==> src/rtl/alu_cmd_queue_if.sv <==
// rtl/alu_cmd_queue_if.sv - command, ALU and result signals of the ALU command queue
interface alu_cmd_queue_if #(
    parameter int PTRW = 2
);
    logic            in_valid;
    logic            in_ready;
    logic [1:0]      in_op;
    logic [15:0]     in_a;
    logic [15:0]     in_b;
    logic [1:0]      alu_op;
    logic [15:0]     alu_a;
    logic [15:0]     alu_b;
    logic [15:0]     alu_out;
    logic            alu_co;
    logic            res_valid;
    logic            res_ready;
    logic [15:0]     res_data;
    logic            res_co;
    logic            res_zero;
    logic [1:0]      res_op;
    logic [PTRW:0]   count;

    modport slave (
        input  in_valid, in_op, in_a, in_b, alu_out, alu_co, res_ready,
        output in_ready, alu_op, alu_a, alu_b, res_valid, res_data, res_co,
               res_zero, res_op, count
    );

    modport master (
        output in_valid, in_op, in_a, in_b, alu_out, alu_co, res_ready,
        input  in_ready, alu_op, alu_a, alu_b, res_valid, res_data, res_co,
               res_zero, res_op, count
    );
endinterface

==> src/rtl/alu_cmd_queue.sv <==
// rtl/alu_cmd_queue.sv - command FIFO feeding an external ALU, with a registered result port
module alu_cmd_queue #(
    parameter int DEPTH = 4,
    parameter int PTRW  = 2
) (
    input  logic              clk,
    input  logic              rst_n,
    alu_cmd_queue_if.slave    bus
);
    localparam logic [PTRW:0] DEPTH_C = DEPTH[PTRW:0];

    logic [1:0]  op_mem [DEPTH];
    logic [15:0] a_mem  [DEPTH];
    logic [15:0] b_mem  [DEPTH];

    logic [PTRW-1:0] wr_ptr_q, wr_ptr_d;
    logic [PTRW-1:0] rd_ptr_q, rd_ptr_d;
    logic [PTRW:0]   count_q, count_d;
    logic            res_valid_q, res_valid_d;
    logic [15:0]     res_data_q, res_data_d;
    logic            res_co_q, res_co_d;
    logic            res_zero_q, res_zero_d;
    logic [1:0]      res_op_q, res_op_d;

    logic not_empty;
    logic push;
    logic cap;

    assign not_empty = (count_q != '0);
    assign push      = bus.in_valid && (count_q < DEPTH_C);
    assign cap       = not_empty && (!res_valid_q || bus.res_ready);

    // Head entry goes straight to the ALU; zeroed while empty so the ALU sees a quiet input
    assign bus.alu_op = not_empty ? op_mem[rd_ptr_q] : 2'b00;
    assign bus.alu_a  = not_empty ? a_mem[rd_ptr_q]  : 16'h0000;
    assign bus.alu_b  = not_empty ? b_mem[rd_ptr_q]  : 16'h0000;

    always_comb begin
        wr_ptr_d    = wr_ptr_q;
        rd_ptr_d    = rd_ptr_q;
        count_d     = count_q;
        res_valid_d = res_valid_q;
        res_data_d  = res_data_q;
        res_co_d    = res_co_q;
        res_zero_d  = res_zero_q;
        res_op_d    = res_op_q;

        if (push) begin
            wr_ptr_d = wr_ptr_q + 1'b1;
        end

        if (cap) begin
            rd_ptr_d    = rd_ptr_q + 1'b1;
            res_valid_d = 1'b1;
            res_data_d  = bus.alu_out;
            res_co_d    = (bus.alu_op == 2'b11) ? 1'b0 : bus.alu_co;
            res_zero_d  = (bus.alu_out == 16'h0000);
            res_op_d    = bus.alu_op;
        end else if (res_valid_q && bus.res_ready) begin
            res_valid_d = 1'b0;
        end

        if (push && !cap) begin
            count_d = count_q + 1'b1;
        end else if (!push && cap) begin
            count_d = count_q - 1'b1;
        end
    end

    always_ff @(posedge clk or negedge rst_n) begin
        if (!rst_n) begin
            wr_ptr_q    <= '0;
            rd_ptr_q    <= '0;
            count_q     <= '0;
            res_valid_q <= 1'b0;
            res_data_q  <= 16'h0000;
            res_co_q    <= 1'b0;
            res_zero_q  <= 1'b0;
            res_op_q    <= 2'b00;
        end else begin
            wr_ptr_q    <= wr_ptr_d;
            rd_ptr_q    <= rd_ptr_d;
            count_q     <= count_d;
            res_valid_q <= res_valid_d;
            res_data_q  <= res_data_d;
            res_co_q    <= res_co_d;
            res_zero_q  <= res_zero_d;
            res_op_q    <= res_op_d;
        end
    end

    // Storage is deliberately left out of reset; the pointers alone define what is valid
    always_ff @(posedge clk) begin
        if (push) begin
            op_mem[wr_ptr_q] <= bus.in_op;
            a_mem[wr_ptr_q]  <= bus.in_a;
            b_mem[wr_ptr_q]  <= bus.in_b;
        end
    end

    assign bus.in_ready  = (count_q < DEPTH_C);
    assign bus.res_valid = res_valid_q;
    assign bus.res_data  = res_data_q;
    assign bus.res_co    = res_co_q;
    assign bus.res_zero  = res_zero_q;
    assign bus.res_op    = res_op_q;
    assign bus.count     = count_q;
endmodule

==> src/flat_wrapper.sv <==
// flat-port wrapper written by rule: the top's interface ports become plain ports
module alu_cmd_queue_flat 
#(
    parameter int DEPTH = 4,
    parameter int PTRW  = 2
)
  (clk, rst_n, bus_in_valid, bus_in_op, bus_in_a, bus_in_b, bus_alu_out, bus_alu_co, bus_res_ready, bus_in_ready, bus_alu_op, bus_alu_a, bus_alu_b, bus_res_valid, bus_res_data, bus_res_co, bus_res_zero, bus_res_op, bus_count);
  alu_cmd_queue_if #(.PTRW(PTRW)) bus_i ();
  input  logic clk;
  input  logic rst_n;
  input wire logic [$bits(bus_i.in_valid)-1:0] bus_in_valid;
  input wire logic [$bits(bus_i.in_op)-1:0] bus_in_op;
  input wire logic [$bits(bus_i.in_a)-1:0] bus_in_a;
  input wire logic [$bits(bus_i.in_b)-1:0] bus_in_b;
  input wire logic [$bits(bus_i.alu_out)-1:0] bus_alu_out;
  input wire logic [$bits(bus_i.alu_co)-1:0] bus_alu_co;
  input wire logic [$bits(bus_i.res_ready)-1:0] bus_res_ready;
  output wire logic [$bits(bus_i.in_ready)-1:0] bus_in_ready;
  output wire logic [$bits(bus_i.alu_op)-1:0] bus_alu_op;
  output wire logic [$bits(bus_i.alu_a)-1:0] bus_alu_a;
  output wire logic [$bits(bus_i.alu_b)-1:0] bus_alu_b;
  output wire logic [$bits(bus_i.res_valid)-1:0] bus_res_valid;
  output wire logic [$bits(bus_i.res_data)-1:0] bus_res_data;
  output wire logic [$bits(bus_i.res_co)-1:0] bus_res_co;
  output wire logic [$bits(bus_i.res_zero)-1:0] bus_res_zero;
  output wire logic [$bits(bus_i.res_op)-1:0] bus_res_op;
  output wire logic [$bits(bus_i.count)-1:0] bus_count;
  assign bus_i.in_valid = bus_in_valid;
  assign bus_i.in_op = bus_in_op;
  assign bus_i.in_a = bus_in_a;
  assign bus_i.in_b = bus_in_b;
  assign bus_i.alu_out = bus_alu_out;
  assign bus_i.alu_co = bus_alu_co;
  assign bus_i.res_ready = bus_res_ready;
  assign bus_in_ready = bus_i.in_ready;
  assign bus_alu_op = bus_i.alu_op;
  assign bus_alu_a = bus_i.alu_a;
  assign bus_alu_b = bus_i.alu_b;
  assign bus_res_valid = bus_i.res_valid;
  assign bus_res_data = bus_i.res_data;
  assign bus_res_co = bus_i.res_co;
  assign bus_res_zero = bus_i.res_zero;
  assign bus_res_op = bus_i.res_op;
  assign bus_count = bus_i.count;
  alu_cmd_queue #(.DEPTH(DEPTH), .PTRW(PTRW)) u_core (.clk(clk), .rst_n(rst_n), .bus(bus_i));
endmodule
==> config.mk <==
export PLATFORM = sky130hd
export DESIGN_NAME = alu_cmd_queue_flat
export DESIGN_NICKNAME = d
export VERILOG_FILES = /design/src/rtl/alu_cmd_queue_if.sv /design/src/rtl/alu_cmd_queue.sv /design/src/flat_wrapper.sv
export SDC_FILE = /design/constraint.sdc
export NUM_CORES = 1
export LEC_CHECK = 0
export ABC_AREA = 1
export CAP_MARGIN = 10
export CORE_ASPECT_RATIO = 0.7
export CORE_MARGIN = 2
export CORE_UTILIZATION = 47
export DETAILED_ROUTE_END_ITERATION = 10
export PLACE_DENSITY_LB_ADDON = 0.3
export SYNTH_ARGS = -nofsm -noshare
export SYNTH_HDL_FRONTEND = slang
export SYNTH_SLANG_ARGS = --single-unit
==> constraint.sdc <==
create_clock -name clk -period 2.5 [get_ports clk]
set_input_delay 0.5 -clock clk [delete_from_list [all_inputs] [get_ports clk]]
set_output_delay 0.5 -clock clk [all_outputs]
set_load 0.01 [all_outputs]
# Word-level counts from Yosys, hierarchy flattened
# Memories as Yosys holds them, arrays and structs flattened.
# Index checks and enable logic that the tools add are counted.
[classes]
order_cmp = 1
n_mux = 10
n_eq_ne = 1
reduce_logical = 13
add_sub_neg = 4
[ops]
columns = ["op", "count"]
rows = [
  ["16-bit 2-to-1 mux", 2],
  ["16-bit zero test", 1],
  ["3-bit 2-to-1 mux", 2],
  ["1-bit logical AND", 5],
  ["1-bit 2-to-1 mux", 5],
  ["2-bit by 1-bit adder with 2-bit output, second input constant", 2],
  ["2-bit nonzero test", 2],
  ["3-bit by 1-bit adder with 3-bit output, second input constant", 1],
  ["1-bit zero test", 3],
  ["3-bit < comparator, second input constant", 1],
  ["3-bit nonzero test", 1],
  ["3-bit by 1-bit subtractor with 3-bit output, second input constant", 1],
  ["2-bit == test, second input constant", 1],
  ["2-bit 2-to-1 mux", 1],
  ["1-bit logical OR", 1],
]
[totals]
mem_bits_rw = 136
in_bits = 55
reg_bits = 28
memories = 3
out_inout_bits = 59
elab_cells = 40
[memory_table]
columns = ["name", "depth", "width", "read_ports", "rd_clocked_by_memory_dff", "wr", "line_no", "source"]
rows = [
  ["u_core.a_mem", 4, 16, 1, 0, 1, "alu_cmd_queue.sv:13", "logic [15:0] a_mem [DEPTH];"],
  ["u_core.b_mem", 4, 16, 1, 0, 1, "alu_cmd_queue.sv:14", "logic [15:0] b_mem [DEPTH];"],
  ["u_core.op_mem", 4, 2, 1, 0, 1, "alu_cmd_queue.sv:12", "logic [1:0] op_mem [DEPTH];"],
]

# Longest topological paths before layout
# Gate-level depths: netlist of run 1.
[logic_depth]
word_depth = 6
mapped_depth = 11
ltp_nobuf = 10

# Least setup slack after synthesis of run 1
# OpenSTA, ideal clock, no wires.
[synth_timing]
path_type = "reg-to-reg"
startpoint = "reg u_core.count_q[2], in the netlist u_core.bus.count[2]"
endpoint = "mem u_core.a_mem[0][0], enable pin"
required_time_ps = 2075
path_slack_ps = -39
path_buffers = 0
setup_time_ps = 425
synth_period_minus_slack_ps = 2539
arrival_ps = 2113
path_stages_with_launch = 4
cell_sequence = "dfrtp_1 -> inv_2 -> nand2_1 -> nor2_1"
[synth_via]
elab_chain_cells = 4
[synth_rtl]
columns = ["item", "line_no", "source"]
rows = [
  ["from (decl)", "alu_cmd_queue.sv:18", "logic [PTRW:0] count_q, count_d;"],
  ["from (signal assigned)", "alu_cmd_queue.sv:83", "count_q <= count_d;"],
  ["3-bit < comparator", "-", ""],
  ["named net bus_in_ready", "flat_wrapper.sv:18", "output wire logic [$bits(bus_i.in_ready)-1:0] bus_in_ready;"],
  ["1-bit logical AND", "alu_cmd_queue.sv:30", "assign push = bus.in_valid && (count_q < DEPTH_C);"],
  ["1-bit 2-to-1 mux", "alu_cmd_queue.sv:94", "if (push) begin"],
  ["1-bit 2-to-1 mux (not written as such)", "alu_cmd_queue.sv:96", "a_mem[wr_ptr_q] <= bus.in_a;"],
  ["to (decl)", "alu_cmd_queue.sv:13", ""],
]
# The timed path passes the listed nets, and every way through them passes these cells.

# Final worst setup path of run 1
[layout_timing]
startpoint = "reg u_core.rd_ptr_q[0]"
endpoint = "out bus_alu_op[0]"
[layout_via]
elab_chain_cells = 2
[layout_rtl]
columns = ["item", "line_no", "source"]
rows = [
  ["from (decl)", "alu_cmd_queue.sv:17", "logic [PTRW-1:0] rd_ptr_q, rd_ptr_d;"],
  ["from (signal assigned)", "alu_cmd_queue.sv:82", "rd_ptr_q <= rd_ptr_d;"],
  ["memory read 4 x 2 bit", "-", ""],
  ["2-bit 2-to-1 mux", "alu_cmd_queue.sv:34", "assign bus.alu_op = not_empty ? op_mem[rd_ptr_q] : 2'b00;"],
  ["to (decl)", "flat_wrapper.sv:19", "output wire logic [$bits(bus_i.alu_op)-1:0] bus_alu_op;"],
]
# No other way between the ends.

==> results of run 1 <==
[final cells by class]
| class | count | share of cell area |
|---|---|---|
| Clock buffer | 20 | 0.0509 |
| Multi-Input combinational cell | 323 | 0.174 |
| Timing Repair Buffer | 135 | 0.158 |
| Tap cell | 190 | 0.0277 |
| Sequential cell | 164 | 0.557 |
| Clock inverter | 12 | 0.0160 |
| Inverter | 35 | 0.0159 |
[power breakdown]
group | switching [W] | internal (W)
Clock | 0.000986 | 0.00155
Combinational | 0.00231 | 0.00176
Sequential | 0.000201 | 0.00350
[timing repair]
item / 4_1_cts / 5_1_grt
cloned: 0 / 0
hold buffers: 0 / 0
hold endpoints to repair: 0 / 0
endpoints found under the setup margin: 34 / 2
setup buffers: 3 / 1
gates resized for setup: 38 / 13
[through the flow]
stage | instance area [µm²] | power [W]
final | 8590 | 0.0103
after global routing | 8590 | 0.0110
after CTS | 8580 | 0.0104
after detailed placement | 8010 | 0.00808
after global placement | 8010 | 0.00802
after floorplan | 6570 | 0.00602
[cell usage in the layout (no fill, tap or decap), types with 5 or more instances in the layout]
cell	synthesis	final
clkbuf_16	0	17
edfxtp_1	136	136
buf_4	4	12
dlygate4sd2_1	0	25
dfrtp_1	28	27
buf_12	0	8
inv_1	31	31
nor2_1	143	139
o21ai_0	71	71
a21oi_1	31	31
ha_1	5	5
clkinv_2	0	5
nand2_1	46	46
clkdlybuf4s50_1	0	79
o21ai_1	12	12
[synth_stat cells (2+ instances only)]
master	n
nor2_1	143
edfxtp_1	136
o21ai_0	71
nand2_1	46
a21oi_1	31
inv_1	31
dfrtp_1	28
buf_2	14
o21ai_1	12
ha_1	5
buf_4	4
buf_6	4
clkbuf_2	4
nand4_1	4
inv_2	3
nand3_1	3
xor2_1	3
clkbuf_1	2
[logic make-up (layout without fill, tap and decap cells)]
family,count (synthesis),count (layout),share of synthesized area
simple gates,197,197,0.115
flops,164,164,0.728
compound gates,115,115,0.0882
buf+inv,64,202,0.0489
fa+ha+maj,6,6,0.0126
xor+xnor,4,4,0.00533
mux,1,1,0.00171
[worst max path at each step]
stage / from / to
3_3_place_gp: u_core.rd_ptr_q[0] / bus_alu_a[9]
4_1_cts: u_core.rd_ptr_q[0] / bus_alu_b[5]
3_5_place_dp: bus_res_ready / u_core.bus.count[1]
2_1_floorplan: u_core.bus.count[2] / u_core.a_mem[0][0]
5_1_grt: u_core.rd_ptr_q[0] / bus_alu_b[14]
6_report: u_core.rd_ptr_q[0] / bus_alu_op[0]
[metal layers]
layer | GRT usage | vias up | share of wire
met1 | 0.257 | 2097 | 0.47
met2 | 0.314 | 96 | 0.47
met4 | 0.0905 | 0 | 0.017
met5 | 0 | - | 0
met3 | 0.0535 | 21 | 0.042
li1 | - | 2135 | -
[flip-flops by register name (all words and copies together), names as in the netlist]
signal,flops
u_core.a_mem,64
u_core.b_mem,64
u_core.bus.res_data,16
u_core.op_mem,8
u_core.bus.count,3
u_core.bus.res_op,2
u_core.rd_ptr_q,2
u_core.wr_ptr_q,2
u_core.bus.res_co,1
u_core.bus.res_valid,1
u_core.bus.res_zero,1
==> reports/qor.yml, run 1 <==
gp_congestion: 0.787
r2r_end: "u_core.bus.count[1]"
ios: 114
nets: 737
yosysTopAreaCellShare: 0.622
rows: 36
htreeDepth: 4
drtIter0Drc: 251
rr_worst_depth: 8
drc: 0
synth_area_per_cell_um2: 11.9
antenna_found_initial: 0
crit_path_start_kind: "register"
dpl.hpwl_mm: 8.57
synth_area_mm2: 0.00657
utilization: 0.623
power.density_mw_per_mm2: 1200
synth_ff_type: "edfxtp_1"
viasPerCell: 4.95
routed_wl_mm: 14.0
diodes: 0
ys_async_sr_fraction: 0.171
cp.required_ns: 2.00
worstMarginPinSlew_ns: 0.369
grt_pass1_vias: 4322
slew_headroom: 0.754
cts_buffer_depth: 2
layout_min_cycle_time_ns: 2.42
ff2ff_setup_slack_ns: 0.64
ys_ff_latch: 164
place_inst: 843
whs_ns: 0.458
path_buf_inv: 4
ant_nets: 0
stdcell_count: 879
die_y_um: 103
register_area_mm2: 0.00479
slowest_delay_ns: 0.45
outcome: "finished, final reports clean"
syn_nets: 612
cp_max_fo: 33
dp_slack_ns: 0.253
die-area_mm2: 0.0150
reg2reg_from: "u_core.bus.count[0]"
grt_pass1_wl_mm: 22.1
slowest_stage: "dfrtp_2"
ir_worst_vdd_uv: 636
crit_family: "buffers and inverters"
start_util: 0.477
multi_input_area_mm2: 0.00149
cp-end-kind: "output port"
num_vias: 4349
synth.area.top_cells: "edfxtp_1, dfrtp_1, nor2_1"
synth_warnings: 0
leakagePower_nw: 3.26
synth_edf_count: 136
grt_usage: 0.197
skew_ns: 0.00786
grt.overflow.total: 0
cts_made_buffers: 17
grt_max_degree: 42
area.growth.synth_to_final_pct: 30.7
core_mm2: 0.0138
crit_top_cell: "nand2_1"
rsz0062_at_grt: "true"
path_class: "reg2out"
wl_per_cell_um: 15.9
ys_types: 25
setup-tns-final_ns: 0
finalCritPeriodShare: 0.968
hold_viol: 0
hp-class: "in2async"
die_x_um: 145
arrival_ns: 1.92
cp.depth: 9
setup_viol: 0
path_clk_slew_ns: 0.06
clkSinkCount: 164
synth_top_area_cell: "edfxtp_1"
tritoncts: "done"
fmax_mhz: 413
io_buffers: 113
path_cells: "buf_4, buf_12, nand2_1, nand2_1, nand2_1, nand2_1, inv_1, nor2_1, dlygate4sd2_1"
nFillCells: 1071
cts.root.buffer_cell: "clkbuf_16"
drt-pass1-iter-count: 4
worst_skew_pair.late_latency_ns: 0.42
yosysSeqAreaShare: 0.728
cap_violations: 0
layout-drive-gt1-share: 0.0943
syn_inst: 551
final_max_slew_viol_count: 0
fin_ws_ns: 0.0797
Note: power is estimated with default switching activity, not from simulation.
==> run 2: changes to the inputs <==
--- a/config.mk
+++ b/config.mk
@@ -7,7 +7,6 @@
 export LEC_CHECK = 0
 export ABC_AREA = 1
 export CAP_MARGIN = 10
-export CORE_ASPECT_RATIO = 0.7
 export CORE_MARGIN = 2
 export CORE_UTILIZATION = 47
 export DETAILED_ROUTE_END_ITERATION = 10
==> run 2 against run 1 <==
- count of clock-buffer cells in the layout is 3 lower
- die area is 0.10% lower
- global-route usage is 0.11 points lower
- wire length is 4.1% higher
- worst setup slack worse by 0.076 ns
- sequential share of layout area is 0.71 points lower
- power is 1.8% higher
- sequential power hardly changed
- via count is 1.5% higher
- hold slack worse by 0.011 ns
==> reports/qor.yml, run 2 (synthesis results as in run 1) <==
arrival_ns: 2.00
crit_path_start_kind: "register"
area.growth.synth_to_final_pct: 32.4
ir_worst_vdd_uv: 548
layout-drive-gt1-share: 0.110
cp_max_fo: 17
core_mm2: 0.0138
tritoncts: "done"
antenna_found_initial: 0
drc: 0
setup_viol: 0
clkSinkCount: 164
layout.cells.most_common: "nor2_1"
drtIter0Drc: 293
outcome: "finished, final reports clean"
die-area_mm2: 0.0149
dpl.hpwl_mm: 8.66
cp.required_ns: 2.00
final_cell_mix: "nor2_1, edfxtp_1, clkdlybuf4s50_1, o21ai_0, nand2_1"
cp-end-kind: "output port"
cts_hold_buf: 0
num_vias: 4416
fin_area_mm2: 0.00870
nets: 739
utilization: 0.631
rows: 43
fmax_mhz: 401
leakagePower_nw: 3.46
ant_nets: 0
cts_buffer_depth: 2
cts_made_buffers: 17
diodes: 0
viasPerCell: 5.07
wl_per_cell_um: 16.7
finalCritPeriodShare: 0.999
worstMarginPinSlew_ns: 0.361
path_clk_slew_ns: 0.06
layout_min_cycle_time_ns: 2.50
setup-tns-final_ns: 0
final_max_slew_viol_count: 0
grt_pass1_wl_mm: 21.6
nFillCells: 1092
skew_ns: 0.00904
io_buffers: 113
cts.root.buffer_cell: "clkbuf_16"
place_area_mm2: 0.00797
worst_skew_pair.late_latency_ns: 0.43
slew_headroom: 0.759
grt_pass1_vias: 4272
path_class: "reg2out"
htreeDepth: 4
hp-class: "in2async"
drt-pass1-iter-count: 5
rsz0062_at_grt: "true"
die_y_um: 122
hold_viol: 0
start_util: 0.477
die_x_um: 122
routed_wl_mm: 14.6
stdcell_count: 871
gp_congestion: 0.754
grt_usage: 0.196
grt.overflow.total: 0
ios: 114
cap_violations: 0
place_inst: 832
power.density_mw_per_mm2: 1210
grt_max_degree: 42
[run 2: changes by cell type in the layout (fill, tap and decap cells not counted), sizes merged]
cell           before  now
clkbuf             24   27
inv                35   38
clkinvlp            2    4
clkdlybuf4s15       3    1
dlymetal6s2s        2   24
bufinv              3    1
dlygate4sd2        25    1
[run 2: metal layers]
metal	wire length, µm	global-route usage	part of all wire	vias up
li1	-	-	-	2136
met1	6220	0.246	0.43	2134
met2	7390	0.330	0.51	128
met3	757	0.0404	0.052	18
met4	193	0.0819	0.013	0
met5	0	0	0	-
[run 2: critical path, stage by stage (launching register included)]
cell,delay [ns]
dfrtp_2,0.45
buf_12,0.15
buf_4,0.13
clkbuf_16,0.17
nor2_1,0.12
nor2_1,0.06
o21ai_1,0.10
a21oi_2,0.08
dlygate4sd2_1,0.30
[run 2: final cells by class]
cell class                 count  area [µm²]  share of cell area
clock buffer                  17         425              0.0489
clock inverter                15         130              0.0150
inverter                      35         144              0.0165
multi-input combinational    323        1500               0.173
sequential                   164        4790               0.550
tap                          180         225              0.0259
timing repair buffer         137        1490               0.171
[run 2: path summary, 6_finish.rpt]
kind | from | slack, ns | endpoint | cells after the start
worst max register to register | u_core.bus.count[0] | 0.64 | u_core.bus.count[2] | 10
worst min-delay path | rst_n | 0.45 | u_core.bus.res_data[6] | 2
worst min register to register | u_core.bus.res_data[6] | 0.49 | u_core.bus.res_data[6] | 2
min in group clk | u_core.bus.res_data[6] | 0.49 | u_core.bus.res_data[6] | 2
worst max-delay path | u_core.rd_ptr_q[0] | 0.004 | bus_alu_a[10] | 8
max in group asynchronous | rst_n | 1.77 | u_core.rd_ptr_q[0] | 2
[run 2: where the power goes]
part / leakage, nW / switching [W] / total, W / internal (W)
clock: 0.262 / 0.00106 / 0.00243 / 0.00137
combinational: 1.63 / 0.00238 / 0.00436 / 0.00198
sequential: 1.57 / 0.000203 / 0.00370 / 0.00350
[run 2: through the flow]
step | hold slack (ns) | setup slack [ns] | total power (W)
floorplan | 0.204 | -0.0385 | 0.00602
global placement | 0.465 | 0.232 | 0.00797
detailed placement | 0.473 | 0.184 | 0.00805
CTS | 0.448 | -0.236 | 0.0105
global route | 0.500 | -0.0850 | 0.0111
finish | 0.447 | 0.00362 | 0.0105
[run 2: timing repair]
action,in CTS,in global routing
hold endpoints to repair,0,0
gates resized for setup,12,46
buffers inserted,0,4
cloned,1,2
pin swaps,1,2
setup endpoints to repair,34,28
